--- src/rtl/alu_cmd_sequencer.sv ---
// Byte-stream command sequencer wrapped around the 8-bit combinational ALU.
// Collects opcode/A/B, drives registered ALU inputs and returns the result.
module alu_cmd_sequencer #(
   parameter int unsigned TIMEOUT_CYCLES = 255
) (
   input  logic       clk_i,
   input  logic       rst_i,
   input  logic [7:0] byte_i,
   input  logic       byte_valid_i,
   output logic       byte_ready_o,
   output logic [7:0] alu_data0_o,
   output logic [7:0] alu_data1_o,
   output logic [2:0] alu_ctrl_o,
   input  logic [7:0] alu_result_i,
   output logic [7:0] result_o,
   output logic       err_o,
   output logic       result_valid_o,
   input  logic       result_ready_i,
   output logic       timeout_o,
   output logic       busy_o
);

   typedef enum logic [2:0] {
      IDLE,
      GET_A,
      GET_B,
      EXEC,
      HOLD
   } state_t;

   localparam logic [15:0] TMO = 16'(TIMEOUT_CYCLES);

   state_t      state_q, state_d;
   logic [15:0] cnt_q, cnt_d;
   logic [7:0]  data0_q, data1_q, result_q;
   logic [2:0]  ctrl_q;
   logic        inv_q, dz_q, err_q;
   logic        tmo_q, tmo_d;
   logic        collecting, abort, hs;

   always_comb begin
      collecting   = (state_q == GET_A) || (state_q == GET_B);
      abort        = collecting && (TMO != 16'd0) && (cnt_q == TMO);
      byte_ready_o = !rst_i && !abort && ((state_q == IDLE) || collecting);
      hs           = byte_valid_i && byte_ready_o;
   end

   always_ff @(posedge clk_i or posedge rst_i) begin
      if (rst_i) begin
         state_q <= IDLE;
         cnt_q   <= 16'd0;
         tmo_q   <= 1'b0;
      end else begin
         state_q <= state_d;
         cnt_q   <= cnt_d;
         tmo_q   <= tmo_d;
      end
   end

   always_comb begin
      state_d = state_q;
      cnt_d   = cnt_q;
      tmo_d   = 1'b0;
      unique case (state_q)
         IDLE: begin
            if (hs) begin
               state_d = GET_A;
               cnt_d   = 16'd0;
            end
         end
         GET_A: begin
            if (abort) begin
               state_d = IDLE;
               tmo_d   = 1'b1;
            end else if (hs) begin
               state_d = GET_B;
               cnt_d   = 16'd0;
            end else begin
               cnt_d = cnt_q + 16'd1;
            end
         end
         GET_B: begin
            if (abort) begin
               state_d = IDLE;
               tmo_d   = 1'b1;
            end else if (hs) begin
               state_d = EXEC;
               cnt_d   = 16'd0;
            end else begin
               cnt_d = cnt_q + 16'd1;
            end
         end
         EXEC: state_d = HOLD;
         HOLD: begin
            if (result_ready_i) state_d = IDLE;
         end
         default: state_d = IDLE;
      endcase
   end

   // Operands and opcode persist until the next command overwrites them
   always_ff @(posedge clk_i or posedge rst_i) begin
      if (rst_i) begin
         ctrl_q   <= 3'd0;
         inv_q    <= 1'b0;
         data0_q  <= 8'h00;
         data1_q  <= 8'h00;
         dz_q     <= 1'b0;
         result_q <= 8'h00;
         err_q    <= 1'b0;
      end else begin
         if (hs && (state_q == IDLE)) begin
            ctrl_q <= byte_i[2:0];
            inv_q  <= (byte_i[7:3] != 5'd0) || (byte_i[2:0] > 3'd4);
         end
         if (hs && (state_q == GET_A)) data0_q <= byte_i;
         if (hs && (state_q == GET_B)) begin
            data1_q <= byte_i;
            dz_q    <= ((ctrl_q == 3'd3) || (ctrl_q == 3'd4)) && (byte_i == 8'h00);
         end
         if (state_q == EXEC) begin
            err_q    <= inv_q || dz_q;
            result_q <= (inv_q || dz_q) ? 8'h00 : alu_result_i;
         end
      end
   end

   assign alu_data0_o    = data0_q;
   assign alu_data1_o    = data1_q;
   assign alu_ctrl_o     = ctrl_q;
   assign result_o       = result_q;
   assign err_o          = err_q;
   assign result_valid_o = (state_q == HOLD);
   assign timeout_o      = tmo_q;
   assign busy_o         = (state_q != IDLE);

endmodule

--- config.mk ---
export PLATFORM = sky130hd
export DESIGN_NAME = alu_cmd_sequencer
export DESIGN_NICKNAME = d
export VERILOG_FILES = /design/src/rtl/alu_cmd_sequencer.sv
export SDC_FILE = /design/constraint.sdc
export NUM_CORES = 1
export LEC_CHECK = 0
export BUFFER_PORTS_ARGS = -buffer_cell sky130_fd_sc_hd__clkbuf_2
export CORE_MARGIN = 1.5
export CORE_UTILIZATION = 25
export DETAILED_ROUTE_END_ITERATION = 12
export GPL_ROUTABILITY_DRIVEN = 1
export PLACE_DENSITY = 0.39
export SLEW_MARGIN = 20
export SYNTH_ARGS = -nofsm -noshare
export SYNTH_HDL_FRONTEND = slang
export SYNTH_SLANG_ARGS = --single-unit
--- constraint.sdc ---
create_clock -name clk_i -period 5.5 [get_ports clk_i]
set_input_delay 0.55 -clock clk_i [delete_from_list [all_inputs] [get_ports clk_i]]
set_output_delay 0.55 -clock clk_i [all_outputs]
set_load 0.005 [all_outputs]
# After elaboration in Yosys (flattened, before gate mapping)
# Index checks and enable logic that the tools add are counted.
dict set report word_totals {
  out_inout_bits 32
  register_bits 50
  memories 0
  ram_bits 0
  elab_cells 61
  inputBits 20
  mem_bits_ro 0
  latchBits 0
}
dict set report classes {
  div_mod_pow 0
  bitwise 0
  eq_ne 12
  n_addsub 1
  mux 14
  n_lt_le_gt_ge 1
  n_reduce_logical 23
  n_shift 0
  multipliers 0
}
# cell count
set ops {}
lappend ops {{two-way mux 16 bit} 3}
lappend ops {{one-hot mux 16 bit (2 select lines)} 1}
lappend ops {{two-way mux 3 bit} 6}
lappend ops {{adder 16 x 1 -> 16 bit, second input constant} 1}
lappend ops {{== test 16 x 8 -> 1 bit, second input constant} 1}
lappend ops {{one-hot mux 3 bit (5 select lines)} 1}
lappend ops {{== test 3 x 2 -> 1 bit, second input constant} 3}
lappend ops {{logical AND 1 bit} 8}
lappend ops {{logical NOT 8 bit} 1}
lappend ops {{two-way mux 8 bit} 1}
lappend ops {{== test 3 bit, second input constant} 2}
lappend ops {{!= test 3 bit, second input constant} 2}
lappend ops {{logical OR 1 bit} 5}
lappend ops {{nonzero test 5 bit} 1}
lappend ops {{!= test 2 bit, second input constant} 2}
lappend ops {{AND reduction 4 bit} 1}
lappend ops {{== test 3 x 1 -> 1 bit, second input constant} 1}
lappend ops {{greater-than comparator 3 bit, second input constant} 1}
lappend ops {{logical NOT 3 bit} 1}
lappend ops {{AND reduction 3 bit} 1}
lappend ops {{nonzero test 3 bit} 1}
lappend ops {{logical NOT 1 bit} 2}
lappend ops {{two-way mux 1 bit} 2}
lappend ops {{!= test 2 x 1 -> 1 bit, second input constant} 1}
lappend ops {{2 further kinds} 2}

# Longest topological paths before layout
dict set report depth {
  ltp_word 10
  mapped_depth 8
  depth_no_buf 6
}

# Least setup slack after synthesis
# No wires, ideal clock.
dict set report synth_timing {
  kind {input port to flip-flop}
  startpoint {input port rst_i}
  endpoint {register cnt_q[13]}
  required_time_ns 5.371
  arrival_time_ns 2.430
  stages 5
  path_buffers 0
  setup_time_ns 0.129
  path_slack_ns 2.940
  path_cell_list {inv_1 nand2_1 and2_1 a22oi_1 o31ai_1}
}
dict set report synth_between {
  elab_chain_cells 7
  word_cells_on_any_way 9
  cone_classes {1 x eq/ne; 3 x mux; 5 x reduce/logical}
}
# element line_no
set synth_rtl {}
lappend synth_rtl {{start: declaration} 7} ;# input logic rst_i,
lappend synth_rtl {{logical NOT 1 bit (no line) *} --}
lappend synth_rtl {{logical AND 1 bit * (2 in a row)} 44} ;# byte_ready_o = !rst_i && !abort && ((state_q == IDLE) || collecting);
lappend synth_rtl {{logical AND 1 bit *} 45} ;# hs = byte_valid_i && byte_ready_o;
lappend synth_rtl {{two-way mux 16 bit} {75, 86}}
lappend synth_rtl {{two-way mux 16 bit} 72} ;# if (abort) begin
lappend synth_rtl {{one-hot mux 16 bit (2 select lines)} 64} ;# unique case (state_q)
lappend synth_rtl {{end signal: assignment} 55} ;# cnt_q <= cnt_d;
lappend synth_rtl {{end: declaration} 34} ;# logic [15:0] cnt_q, cnt_d;
# Every way passes the cells marked *; elsewhere a longest branch is shown, timed or not. The select of a mux whose other input is x is not followed.
# A chain may end at the register's enable or synchronous reset.

# Worst setup path after layout
dict set report layout_timing {
  startpoint {register cnt_q[4]}
  endpoint {output port byte_ready_o}
}
dict set report layout_between {
  elab_chain_cells 5
}
# element line_no
set layout_rtl {}
lappend layout_rtl {{== test 16 x 8 -> 1 bit} 43} ;# abort = collecting && (TMO != 16'd0) && (cnt_q == TMO);
lappend layout_rtl {{logical AND 1 bit} 43}
lappend layout_rtl {{logical NOT 1 bit} 44}
lappend layout_rtl {{logical AND 1 bit (2 in a row)} 44}
lappend layout_rtl {{end: declaration} 10} ;# output logic byte_ready_o,
# Every way passes these cells.

==> impl_results.md <==
- Net Sw Frac: 0.361
- Synth Area in Adders: 0.00521
- Clock sinks: 50
- WP data required: 4.95 ns
- #FFs+latches synth: 50
- Post-synthesis cell type count: 41
- Post-synthesis cell area: 2400 µm²
- N_diodes: 0
- Synth Area in XOR/XNOR: 0.00365
- Routability congestion estimate: 0.722
- CP Buf/Inv Count: 1
- Avg WL per Cell: 13.7 µm
- CTS Hold Bufs: 0
- Core Rows: 35
- Critical path launch point type: flip-flop
- Sequential share of power: 0.476
- Simple-gate share of the synthesized area: 0.176
- I/O Buffers: 51
- CTS Buffer Depth: 2
- Worst-Skew Late Latency: 0.31 ns
- Hold Violations, Final: 0
- First-pass GRT wire length: 9560 µm
- Slew headroom: 0.416
- Synth top area cells: dfrtp_1, mux2_2, o21ai_0
- Ys Warns: 0
- H-Tree Depth: 2
- Initial antenna violation count: 0
- Max incr delay on CP: 0.52 ns
- PwrDens: 425 nW/µm²
- Leak Pwr: ~1.3 nW
- Post-synthesis compound-gate area fraction: 0.167
- Initial core utilization: 0.259
- Post-route ant nets: 0
- Crit path kind: reg -> out
- Clock share of power: 0.180
- Crit path DAT: 2.09 ns
- CP delay by family, top: simple AND/OR/NAND/NOR gates
- Initial DRC count: 75
- Maximum VDD drop: 0.000132 V
- Largest family of logic cells by synthesized area: simple AND/OR/NAND/NOR gates
- Setup crit end kind: output port
- All-Layer GR Usage: 0.120
- GRT overflow: 0
- Cell count after synthesis: between 200 and 250
- Via density per instance: 4.57
- Commonest cells after routing, fill and taps aside: clkbuf_2, dfrtp_1, nand2_1
- I/O Pins: 52
- P_sw: 0.439 mW
- CTS clk-pin slew, worst paths: 0.09 ns
- Run status: complete, no violations
- Cells along the critical path: nand4_4, or3_1, o21bai_4, nor2_1, clkbuf_2
- Clk root buf: clkbuf_8
- Final Util: 0.308
- Routed WL: between 5000 and 6000 µm
- Residual DRC count: 0
- Setup TNS: 0 ns
- Setup repair after global routing missed its margin: false
- Max_cap viols: 0
- Die width: roughly 100 µm
- Drt pass-1 iters: 4
- Final worst-path cycle share: 0.481
- Syn-to-layout area delta: 18.9%
- Least-Margin Pin Slew: ~0.87 ns
- Core area: between 9000 and 10000 µm²
- Worst path slowest cell: dfrtp_1
- Fin crit period: 2.64 ns
- Largest net degree at the start of global routing: 52
- Sequential fraction of the synthesis area: 0.521
- Final setup fails: 0
- CTS tree: yes
- Vias in the first global route: 1881
- Hold Crit Class: in -> async
- Internal Power: 0.776 mW
- Fraction of layout cells with a size suffix above 1: 0.305
- Post-synth top area cell: dfrtp_1
- Setup Buffers After CTS: 0
- Die H: approximately 100 µm
- Post-DP Area: around 2800 µm²
- Slew Limit Fails: 0
- Max FO, Critical Path: 19
- Vias: 1894
- Fmax: roughly 380 MHz
- Comb power frac: 0.344
- CTS resizes: 0
- Mux contribution to synthesized area: 0.0891
- Most common cell after layout, fill and taps aside: clkbuf_2
- HPWL Detailed: 3870 µm
- Fin area: 2860 µm²
- Post-synth net total: 256
- Top cell type's share of synthesized area: 0.521
- Final Skew: 0.00721 ns
- Nets: 305
- Die area: 10200 µm²
- Mean area per synthesized cell: 10.2 µm²
- CTS Buf Count: 5
==> worst reg2reg max path: cells and delay by family, from the launching register on <==
family / cells / cell delay, ns
fa+ha+maj: 1 / 0.24
flops: 1 / 0.40
mux: 1 / 0.38
simple gates: 4 / 1.12
==> cell type report <==
cell class / count / area [µm²]
well taps: 129 / 161
clock buffers: 5 / 68.8
multi-input cells: 168 / 1060
clock inverters: 3 / 21.3
repair buffers: 54 / 278
fillers: 1038 / 6430
flip-flops and latches: 50 / 1250
inverters: 5 / 18.8
==> cells in the mapped netlist, drive strengths merged <==
| cell type | count |
|---|---|
| and2 | 1 |
| a41oi | 2 |
| buf | 7 |
| inv | 5 |
| nand2 | 34 |
| or3 | 2 |
| clkbuf | 5 |
| o21ai | 29 |
| o41ai | 3 |
| o21bai | 1 |
| dfrtp | 50 |
| a31oi | 2 |
| nor3b | 1 |
| xor2 | 1 |
| nor3 | 6 |
| nor2 | 16 |
| mux2 | 19 |
| and3 | 1 |
| o211ai | 1 |
| nand3b | 1 |
| a211oi | 1 |
| o31ai | 12 |
| nand3 | 6 |
| o21a | 1 |
| nand4 | 3 |
| nor4 | 7 |
| o311ai | 1 |
| a21oi | 6 |
| nor2b | 3 |
| or4 | 1 |
| ha | 1 |
| nand2b | 4 |
| a21o | 1 |
| a22oi | 1 |
==> state kept, by name (all words and copies together), names as in the netlist <==
| name | cells |
|---|---|
| dz_q | 1 |
| alu_data1_o | 8 |
| cnt_q | 16 |
| timeout_o | 1 |
| inv_q | 1 |
| alu_ctrl_o | 3 |
| alu_data0_o | 8 |
| state_q | 3 |
| result_o | 8 |
| err_o | 1 |
==> power groups by stage <==
stage	Sequential (mW)	Combinational, mW	Clock [mW]
floorplan	0.562	0.276	0
global placement	0.583	0.430	0
detailed placement	0.586	0.426	0
CTS	0.579	0.427	0.236
global route	0.594	0.480	0.252
finish	0.578	0.418	0.219
==> worst paths after layout <==
kind | startpoint | endpoint | slack [ns] | cells past startpoint
worst max-delay path | cnt_q[4]$_DFFE_PP0P_ | byte_ready_o | 2.86 | 5
worst min-delay path | rst_i | cnt_q[5]$_DFFE_PP0P_ | 0.43 | 3
worst max register to register | cnt_q[0]$_DFFE_PP0P_ | alu_data0_o[1]$_DFFE_PP0P_ | 3.27 | 6
worst min register to register | inv_q$_DFFE_PP0P_ | inv_q$_DFFE_PP0P_ | 0.49 | 2
max in group asynchronous | rst_i | cnt_q[13]$_DFFE_PP0P_ | 4.62 | 3
min in group clk_i | alu_result_i[0] | result_o[0]$_DFFE_PP0P_ | 0.45 | 3
==> layer usage <==
layer  wire length [µm]  vias up  GRT usage
met3                302        4     0.0333
li1                   -      947          -
met4                 64        0     0.0395
met2               2380       42      0.167
met1               2910      901      0.178
met5                  0        -          0
==> through the flow <==
step | std cells | hold slack [ns] | power, mW | setup WS, ns
finish | 414 | 0.433 | 1.22 | 2.86
global route | 414 | 0.446 | 1.33 | 2.68
CTS | 414 | 0.446 | 1.24 | 2.84
detailed placement | 406 | 0.471 | 1.01 | 3.17
global placement | 406 | 0.461 | 1.01 | 3.16
floorplan | 235 | 0.449 | 0.837 | 2.94
==> cells by family (layout without fill, tap and decap cells) <==
kind of cell             after synthesis  count (layout)
AO/OA/AOI/OAI                         61              61
XOR/XNOR                               1               1
adder cells (fa/ha/maj)                1               1
buffers and inverters                 17              67
flip-flops                            50              50
multiplexers                          19              19
AND/OR/NAND/NOR                       86              86
No activity file was read; power rests on OpenSTA's default activity.
